$ cat config.mk
export PLATFORM = sky130hd
export DESIGN_NAME = token_encoder_flat
export DESIGN_NICKNAME = d
export VERILOG_FILES = /design/src/rtl/token_encoder_pkg.sv /design/src/rtl/token_encoder_if.sv /design/src/rtl/token_match_unit.sv /design/src/rtl/token_encoder.sv /design/src/flat_wrapper.sv
export SDC_FILE = /design/constraint.sdc
export NUM_CORES = 1
export LEC_CHECK = 0
export ABC_AREA = 1
export BUFFER_PORTS_ARGS = -buffer_cell sky130_fd_sc_hd__buf_2
export CAP_MARGIN = 40
export CORE_UTILIZATION = 24
export DETAILED_ROUTE_END_ITERATION = 10
export SLEW_MARGIN = 20
export SYNTH_ARGS = -nofsm -noshare
export SYNTH_HDL_FRONTEND = slang
export SYNTH_SLANG_ARGS = --single-unit
$ cat constraint.sdc
create_clock -name clk -period 4.6 [get_ports clk]
set_input_delay 0.92 -clock clk [delete_from_list [all_inputs] [get_ports clk]]
set_output_delay 0.92 -clock clk [all_outputs]
set_load 0.01 [all_outputs]
$ cat src/rtl/token_encoder_pkg.sv
// Shared types and constants for the greedy longest-match token encoder.
package token_encoder_pkg;

    typedef enum logic [3:0] {
        S_IDLE,
        S_CHK_END,
        S_FETCH,
        S_CMP,
        S_NEXT_ENT,
        S_CODE_RD,
        S_EMIT,
        S_DONE,
        S_ERR
    } token_enc_state_t;

    localparam int   TERMINATOR   = 0;
    localparam logic FALLBACK_MSB = 1'b1;

    // Width able to hold a match length of 0..max_len inclusive.
    function automatic int len_width(input int max_len);
        return $clog2(max_len + 1);
    endfunction

endpackage

$ cat src/rtl/token_encoder_if.sv
// Memory read ports, control/status and output code stream of the token encoder.
interface token_encoder_if #(
    parameter int ADDR_WIDTH    = 4,
    parameter int DATA_WIDTH    = 8,
    parameter int CODE_WIDTH    = 9,
    parameter int VOCAB_ENTRIES = 8,
    parameter int MAX_TOKEN_LEN = 4
);
    localparam int VOC_AW = $clog2(VOCAB_ENTRIES * MAX_TOKEN_LEN);
    localparam int ENT_W  = $clog2(VOCAB_ENTRIES);

    logic                  cs;
    logic [ADDR_WIDTH-1:0] in_addr;
    logic [DATA_WIDTH-1:0] in_data;
    logic [VOC_AW-1:0]     voc_addr;
    logic [DATA_WIDTH-1:0] voc_data;
    logic [ENT_W-1:0]      code_addr;
    logic [CODE_WIDTH-1:0] code_data;
    logic [CODE_WIDTH-1:0] out_code;
    logic                  out_valid;
    logic                  out_ready;
    logic                  busy;
    logic                  done;
    logic                  err;

    modport master (
        input  cs, in_data, voc_data, code_data, out_ready,
        output in_addr, voc_addr, code_addr, out_code, out_valid, busy, done, err
    );

    modport slave (
        output cs, in_data, voc_data, code_data, out_ready,
        input  in_addr, voc_addr, code_addr, out_code, out_valid, busy, done, err
    );

endinterface

$ cat src/rtl/token_match_unit.sv
// Per-character compare decision: continue, finish an entry, and whether it beats the best match.
module token_match_unit
    import token_encoder_pkg::*;
#(
    parameter int DATA_WIDTH    = 8,
    parameter int MAX_TOKEN_LEN = 4,
    parameter int LEN_W         = 3
) (
    input  logic [DATA_WIDTH-1:0] v,
    input  logic [DATA_WIDTH-1:0] c,
    input  logic                  oob,
    input  logic [LEN_W-1:0]      k,
    input  logic [LEN_W-1:0]      best_len,
    output logic                  cont,
    output logic                  update,
    output logic [LEN_W-1:0]      len
);
    logic [DATA_WIDTH-1:0] c_eff;
    logic [LEN_W-1:0]      k_inc;
    logic                  hit;

    always_comb begin
        // Positions past the end of the input read as terminator instead of wrapping.
        c_eff  = oob ? '0 : c;
        k_inc  = k + LEN_W'(1);
        cont   = 1'b0;
        hit    = 1'b0;
        len    = k;
        if (v == DATA_WIDTH'(TERMINATOR)) begin
            hit = (k != '0);
        end else if (v == c_eff) begin
            if (k_inc == LEN_W'(MAX_TOKEN_LEN)) begin
                hit = 1'b1;
                len = k_inc;
            end else begin
                cont = 1'b1;
            end
        end
        // Strict compare: on equal length the earlier entry wins.
        update = hit && (len > best_len);
    end

endmodule

$ cat src/rtl/token_encoder.sv
// Greedy longest-match tokenizer over external input/vocab/code RAMs with a back-pressured code stream.
// Optional feature macro FALLBACK_BYTE_EN: unmatched characters are emitted as raw bytes instead of raising err.
module token_encoder
    import token_encoder_pkg::*;
#(
    parameter int ADDR_WIDTH    = 4,
    parameter int DATA_WIDTH    = 8,
    parameter int CODE_WIDTH    = 9,
    parameter int VOCAB_ENTRIES = 8,
    parameter int MAX_TOKEN_LEN = 4
) (
    input logic             clk,
    input logic             rst,
    token_encoder_if.master bus
);
    localparam int VOC_AW = $clog2(VOCAB_ENTRIES * MAX_TOKEN_LEN);
    localparam int ENT_W  = $clog2(VOCAB_ENTRIES);
    localparam int LEN_W  = len_width(MAX_TOKEN_LEN);
    localparam int POS_W  = ADDR_WIDTH + 1;

    token_enc_state_t      state;
    logic [ADDR_WIDTH-1:0] pos;
    logic [ENT_W-1:0]      entry;
    logic [LEN_W-1:0]      k;
    logic [LEN_W-1:0]      best_len;
    logic [ENT_W-1:0]      best_idx;
    logic                  rd_wait;

    logic [ADDR_WIDTH-1:0] in_addr_r;
    logic [VOC_AW-1:0]     voc_addr_r;
    logic [ENT_W-1:0]      code_addr_r;
    logic [CODE_WIDTH-1:0] out_code_r;
    logic                  out_valid_r;
    logic                  busy_r;
    logic                  done_r;
    logic                  err_r;

    logic                  oob;
    logic [LEN_W-1:0]      k_inc;
    logic [POS_W-1:0]      pos_adv;
    logic [VOC_AW-1:0]     voc_base;
    logic [VOC_AW-1:0]     voc_base_next;
    logic                  mu_cont;
    logic                  mu_update;
    logic [LEN_W-1:0]      mu_len;

    assign oob           = (POS_W'(pos) + POS_W'(k)) >= POS_W'(2**ADDR_WIDTH);
    assign k_inc         = k + LEN_W'(1);
    assign pos_adv       = POS_W'(pos) + POS_W'(best_len);
    assign voc_base      = VOC_AW'(entry) * VOC_AW'(MAX_TOKEN_LEN);
    assign voc_base_next = (VOC_AW'(entry) + VOC_AW'(1)) * VOC_AW'(MAX_TOKEN_LEN);

    token_match_unit #(
        .DATA_WIDTH    (DATA_WIDTH),
        .MAX_TOKEN_LEN (MAX_TOKEN_LEN),
        .LEN_W         (LEN_W)
    ) u_match (
        .v        (bus.voc_data),
        .c        (bus.in_data),
        .oob      (oob),
        .k        (k),
        .best_len (best_len),
        .cont     (mu_cont),
        .update   (mu_update),
        .len      (mu_len)
    );

`ifdef FALLBACK_BYTE_EN
    logic [DATA_WIDTH-1:0] cur_char;
    logic [CODE_WIDTH-1:0] fb_code;

    always_comb begin
        fb_code                 = '0;
        fb_code[DATA_WIDTH-1:0] = cur_char;
        fb_code[CODE_WIDTH-1]   = FALLBACK_MSB;
    end
`endif

    always_ff @(posedge clk) begin
        if (rst) begin
            state       <= S_IDLE;
            pos         <= '0;
            entry       <= '0;
            k           <= '0;
            best_len    <= '0;
            best_idx    <= '0;
            rd_wait     <= 1'b0;
            in_addr_r   <= '0;
            voc_addr_r  <= '0;
            code_addr_r <= '0;
            out_code_r  <= '0;
            out_valid_r <= 1'b0;
            busy_r      <= 1'b0;
            done_r      <= 1'b0;
            err_r       <= 1'b0;
        end else begin
            case (state)
                S_IDLE, S_DONE, S_ERR: begin
                    if (bus.cs) begin
                        done_r    <= 1'b0;
                        err_r     <= 1'b0;
                        busy_r    <= 1'b1;
                        pos       <= '0;
                        in_addr_r <= '0;
                        rd_wait   <= 1'b1;
                        state     <= S_CHK_END;
                    end
                end
                // First cycle lets the RAM return the character at pos.
                S_CHK_END: begin
                    if (rd_wait) begin
                        rd_wait <= 1'b0;
                    end else if (bus.in_data == DATA_WIDTH'(TERMINATOR)) begin
                        done_r <= 1'b1;
                        busy_r <= 1'b0;
                        state  <= S_DONE;
                    end else begin
`ifdef FALLBACK_BYTE_EN
                        cur_char <= bus.in_data;
`endif
                        entry      <= '0;
                        k          <= '0;
                        best_len   <= '0;
                        best_idx   <= '0;
                        in_addr_r  <= pos;
                        voc_addr_r <= '0;
                        state      <= S_FETCH;
                    end
                end
                S_FETCH: state <= S_CMP;
                S_CMP: begin
                    if (mu_cont) begin
                        k          <= k_inc;
                        in_addr_r  <= pos + ADDR_WIDTH'(k_inc);
                        voc_addr_r <= voc_base + VOC_AW'(k_inc);
                        state      <= S_FETCH;
                    end else begin
                        if (mu_update) begin
                            best_len <= mu_len;
                            best_idx <= entry;
                        end
                        state <= S_NEXT_ENT;
                    end
                end
                S_NEXT_ENT: begin
                    if (entry == ENT_W'(VOCAB_ENTRIES - 1)) begin
                        if (best_len != '0) begin
                            code_addr_r <= best_idx;
                            rd_wait     <= 1'b1;
                            state       <= S_CODE_RD;
                        end else begin
`ifdef FALLBACK_BYTE_EN
                            out_code_r  <= fb_code;
                            out_valid_r <= 1'b1;
                            best_len    <= LEN_W'(1);
                            state       <= S_EMIT;
`else
                            err_r  <= 1'b1;
                            busy_r <= 1'b0;
                            state  <= S_ERR;
`endif
                        end
                    end else begin
                        entry      <= entry + ENT_W'(1);
                        k          <= '0;
                        in_addr_r  <= pos;
                        voc_addr_r <= voc_base_next;
                        state      <= S_FETCH;
                    end
                end
                S_CODE_RD: begin
                    if (rd_wait) begin
                        rd_wait <= 1'b0;
                    end else begin
                        out_code_r  <= bus.code_data;
                        out_valid_r <= 1'b1;
                        state       <= S_EMIT;
                    end
                end
                // Code is held until the sink takes it; stepping past the last address ends the string.
                S_EMIT: begin
                    if (bus.out_ready) begin
                        out_valid_r <= 1'b0;
                        if (pos_adv[ADDR_WIDTH]) begin
                            done_r <= 1'b1;
                            busy_r <= 1'b0;
                            state  <= S_DONE;
                        end else begin
                            pos       <= pos_adv[ADDR_WIDTH-1:0];
                            in_addr_r <= pos_adv[ADDR_WIDTH-1:0];
                            rd_wait   <= 1'b1;
                            state     <= S_CHK_END;
                        end
                    end
                end
                default: state <= S_IDLE;
            endcase
        end
    end

    assign bus.in_addr   = in_addr_r;
    assign bus.voc_addr  = voc_addr_r;
    assign bus.code_addr = code_addr_r;
    assign bus.out_code  = out_code_r;
    assign bus.out_valid = out_valid_r;
    assign bus.busy      = busy_r;
    assign bus.done      = done_r;
    assign bus.err       = err_r;

endmodule
$ cat src/flat_wrapper.sv
// flat-port wrapper written by rule: the top's interface ports become plain ports
module token_encoder_flat import token_encoder_pkg::*;
#(
    parameter int ADDR_WIDTH    = 4,
    parameter int DATA_WIDTH    = 8,
    parameter int CODE_WIDTH    = 9,
    parameter int VOCAB_ENTRIES = 8,
    parameter int MAX_TOKEN_LEN = 4
)
  (clk, rst, bus_cs, bus_in_data, bus_voc_data, bus_code_data, bus_out_ready, bus_in_addr, bus_voc_addr, bus_code_addr, bus_out_code, bus_out_valid, bus_busy, bus_done, bus_err);
  token_encoder_if #(.ADDR_WIDTH(ADDR_WIDTH), .DATA_WIDTH(DATA_WIDTH), .CODE_WIDTH(CODE_WIDTH), .VOCAB_ENTRIES(VOCAB_ENTRIES), .MAX_TOKEN_LEN(MAX_TOKEN_LEN)) bus_i ();
  input logic clk;
  input logic rst;
  input wire logic [$bits(bus_i.cs)-1:0] bus_cs;
  input wire logic [$bits(bus_i.in_data)-1:0] bus_in_data;
  input wire logic [$bits(bus_i.voc_data)-1:0] bus_voc_data;
  input wire logic [$bits(bus_i.code_data)-1:0] bus_code_data;
  input wire logic [$bits(bus_i.out_ready)-1:0] bus_out_ready;
  output wire logic [$bits(bus_i.in_addr)-1:0] bus_in_addr;
  output wire logic [$bits(bus_i.voc_addr)-1:0] bus_voc_addr;
  output wire logic [$bits(bus_i.code_addr)-1:0] bus_code_addr;
  output wire logic [$bits(bus_i.out_code)-1:0] bus_out_code;
  output wire logic [$bits(bus_i.out_valid)-1:0] bus_out_valid;
  output wire logic [$bits(bus_i.busy)-1:0] bus_busy;
  output wire logic [$bits(bus_i.done)-1:0] bus_done;
  output wire logic [$bits(bus_i.err)-1:0] bus_err;
  assign bus_i.cs = bus_cs;
  assign bus_i.in_data = bus_in_data;
  assign bus_i.voc_data = bus_voc_data;
  assign bus_i.code_data = bus_code_data;
  assign bus_i.out_ready = bus_out_ready;
  assign bus_in_addr = bus_i.in_addr;
  assign bus_voc_addr = bus_i.voc_addr;
  assign bus_code_addr = bus_i.code_addr;
  assign bus_out_code = bus_i.out_code;
  assign bus_out_valid = bus_i.out_valid;
  assign bus_busy = bus_i.busy;
  assign bus_done = bus_i.done;
  assign bus_err = bus_i.err;
  token_encoder #(.ADDR_WIDTH(ADDR_WIDTH), .DATA_WIDTH(DATA_WIDTH), .CODE_WIDTH(CODE_WIDTH), .VOCAB_ENTRIES(VOCAB_ENTRIES), .MAX_TOKEN_LEN(MAX_TOKEN_LEN)) u_core (.clk(clk), .rst(rst), .bus(bus_i));
endmodule
==> impl_metrics.yaml <==
timing:
  finalHoldWorstSlack_ps: 448
  setup_viol: 0
  fin_ws_ps: 1570
  post-route-period-util: 0.659
  slew_violations: 0
  final.setup.tns_ps: 0
  hold_violations: 0
  relSlewSlack: 0.443
  finalClockSkew_ps: 6.43
  post-route-min-period_ps: 3030
  rsz0062_at_grt: "false"
  fmax_mhz: 330
  worst_pin_slew_ps: 828
die:
  core_area_mm2: 0.0121
  die_x_um: 114
  io_pins: 54
  dieArea_mm2: 0.0130
  die_h_um: 114
  row_count: 40
  start_util: 0.248
route:
  via_per_inst: 4.51
  drc: 0
  vias: 2988
  ant_nets: 0
  drtIter0Drc: 170
  wire_per_inst_um: 11.5
  first_pass_iters: 5
  wl_um: 7660
logic_synthesis:
  synth_mux_area_frac: 0
  avgSynthCellArea_um2: 6.79
  yosysSeqAreaShare: 0.306
  syn_inst: 443
  async_flop_share: 0
  synth_top_area_cell: "dfxtp_1"
  netlist-cell-type-count: 38
  synth_top_area_share: 0.306
  synth_enable_flop_cells: 0
  synthFlopType: "dfxtp_1"
  synth-xor-area-share: 0.00583
  synth_top_family_by_area: "simple AND/OR/NAND/NOR gates"
  syn_area_mm2: 0.00301
  post-synth-top-count-cell: "nand2_1"
  ys_warn_count: 0
  synthSimpleGateAreaFrac: 0.353
  synth-compound-area-share: 0.144
  synthTopCellsByArea: "dfxtp_1 31%, nand2_1 14%, ha_1 7.9%"
  netlist_top_cells_count: "111 x nand2_1, 57 x inv_1, 47 x a21oi_1, 46 x dfxtp_1, 37 x nor2_1"
  yosys.area_share.adder: 0.0924
  synth_nets: 493
  ys_ff_latch: 46
cells_and_area:
  fin_area_mm2: 0.00360
  syn_to_final_growth_pct: 19.7
  nets: 544
  fill_cells: 1367
  fin_util: 0.297
  seq_area_um2: 921
  drive_gt1_frac: 0.192
  n_antenna_cell: 0
  multiInputGateArea_mm2: 0.00179
  final_cells: 663
placed_design:
  io_buffers: 53
  place_ws_ps: 1530
  dp.cells: 655
  dpl.hpwl_um: 5900
  finalWeightedCongestion: 0.849
  place_area_mm2: 0.00343
clock_tree:
  clk_pin_slew_ps: 60
  postCtsSetupBuffers: 0
  cts_buffers: 5
  ctsHoldBuffers: 0
  cts_tree: "yes"
  clock_sinks: 46
  cts_resized: 0
  clk_latency_ps: 290
  clock-root-buffer: "clkbuf_16"
  clock_path_buffers: 2
  htreeDepth: 2
global_route:
  grt_pass1_vias: 2799
  grt_max_degree: 30
  grt_pass1_wl_um: 13200
  track_usage: 0.125
  overflow: 0
  antenna_found_initial: 0
pwr:
  vdd_drop_max_mv: 0.204
  p_total_mw: 1.54
  p_per_area_mw_per_mm2: 427
  p_leak_nw: 1.72
job:
  max_cap_viol_count: 0
outcome:
  status: "completed"
setup_path:
  cp-end-kind: "register"
  worstPathMaxFanout: 16
  cp-start-kind: "register"
  cp.arrival_ps: 3260
  worstPathRequired_ps: 4830
  critPathKind: "reg -> reg"
hold_path:
  hold_path_class: "reg -> reg"
flip-flops by register name, summed over array words and instances, names as in the netlist, 3 cells and up:
register,cells
u_core.bus.in_addr,4
u_core.state,4
u_core.best_idx,3
u_core.best_len,3
u_core.bus.code_addr,3
u_core.entry,3
u_core.pos,4
u_core.k,3
u_core.bus.voc_addr,5
u_core.bus.out_code,9
cells by family (layout without fill, tap and decap cells):
| family | Yosys count | in the layout |
|---|---|---|
| and+or+nand+nor | 223 | 223 |
| adders and majority gates | 21 | 21 |
| buffers and inverters | 73 | 125 |
| xor gates and xnor gates | 2 | 2 |
| DFF | 46 | 46 |
| AOI/OAI and AO/OA | 78 | 78 |
worst max-delay path: stages (launching register included):
cell	delay, ps
dfxtp_1	460
ha_1	280
nand2_1	60
nand2_1	80
nand2_4	170
nand3_1	90
nand2_1	70
nand2_1	50
clkinv_1	50
nand2_2	50
nor2_4	180
nand4_1	120
and2_1	180
ha_1	290
nand2_1	50
nor2_1	80
a211oi_1	50
a31oi_1	180
nand2_2	90
nand2_4	100
nand2_4	70
nand2_1	60
nand2_1	50
nor2_1	110
power by group:
group	switching [mW]	total (mW)	internal [mW]	leakage [nW]
Combinational	0.392	0.595	0.203	1.27
Clock	0.152	0.409	0.257	0.0771
Sequential	0.0630	0.535	0.472	0.374
Total	0.607	1.54	0.931	1.72
layout by cell type, fill, tap and decap left out, types with 2 or more instances in the layout:
master     instances
o21ai_0           18
dfxtp_1           46
clkbuf_16          5
a21oi_2            2
nand3_1           27
fa_1               2
buf_2             53
or2_2              3
o21ai_1            2
nand2_1          111
nor2_4             4
nand2_4            3
or2_0              2
a31o_2             2
nor4_1             2
a211oi_1           2
inv_1             57
buf_4              2
inv_2              4
nor3_1             6
a31oi_1            2
nand2_2            6
nand4_2            2
nand4_1           12
ha_1              19
nand3_2            5
a21oi_1           47
nor2_1            37
area by class of cell:
class	instances	area share
well taps	168	0.0584
flip-flops and latches	46	0.256
repair buffers	55	0.0779
clock buffers	6	0.0358
inverters	62	0.0647
clock inverters	2	0.0104
multi-input cells	324	0.497
per-layer routing:
| layer | vias up | part of all wire | GRT usage | wire length (µm) |
|---|---|---|---|---|
| met2 | 79 | 0.44 | 0.206 | 3380 |
| met1 | 1358 | 0.49 | 0.169 | 3740 |
| met4 | 0 | 0.0085 | 0.0312 | 65 |
| li1 | 1543 | - | - | - |
| met5 | - | 0 | 0 | 0 |
| met3 | 8 | 0.062 | 0.0223 | 473 |
final timing paths:
kind / startpoint / end / slack (ps) / cells after the start
worst min register to register: u_core.bus.voc_addr[4]$_SDFFE_PP0P_ / u_core.bus.voc_addr[4]$_SDFFE_PP0P_ / 450 / 2
worst max register to register: u_core.pos[1]$_SDFFE_PP0P_ / u_core.best_idx[2]$_SDFFE_PP0P_ / 1570 / 23
worst min-delay path: u_core.bus.voc_addr[4]$_SDFFE_PP0P_ / u_core.bus.voc_addr[4]$_SDFFE_PP0P_ / 450 / 2
worst max-delay path: u_core.pos[1]$_SDFFE_PP0P_ / u_core.best_idx[2]$_SDFFE_PP0P_ / 1570 / 23
Power figures use the tool's default switching activity.
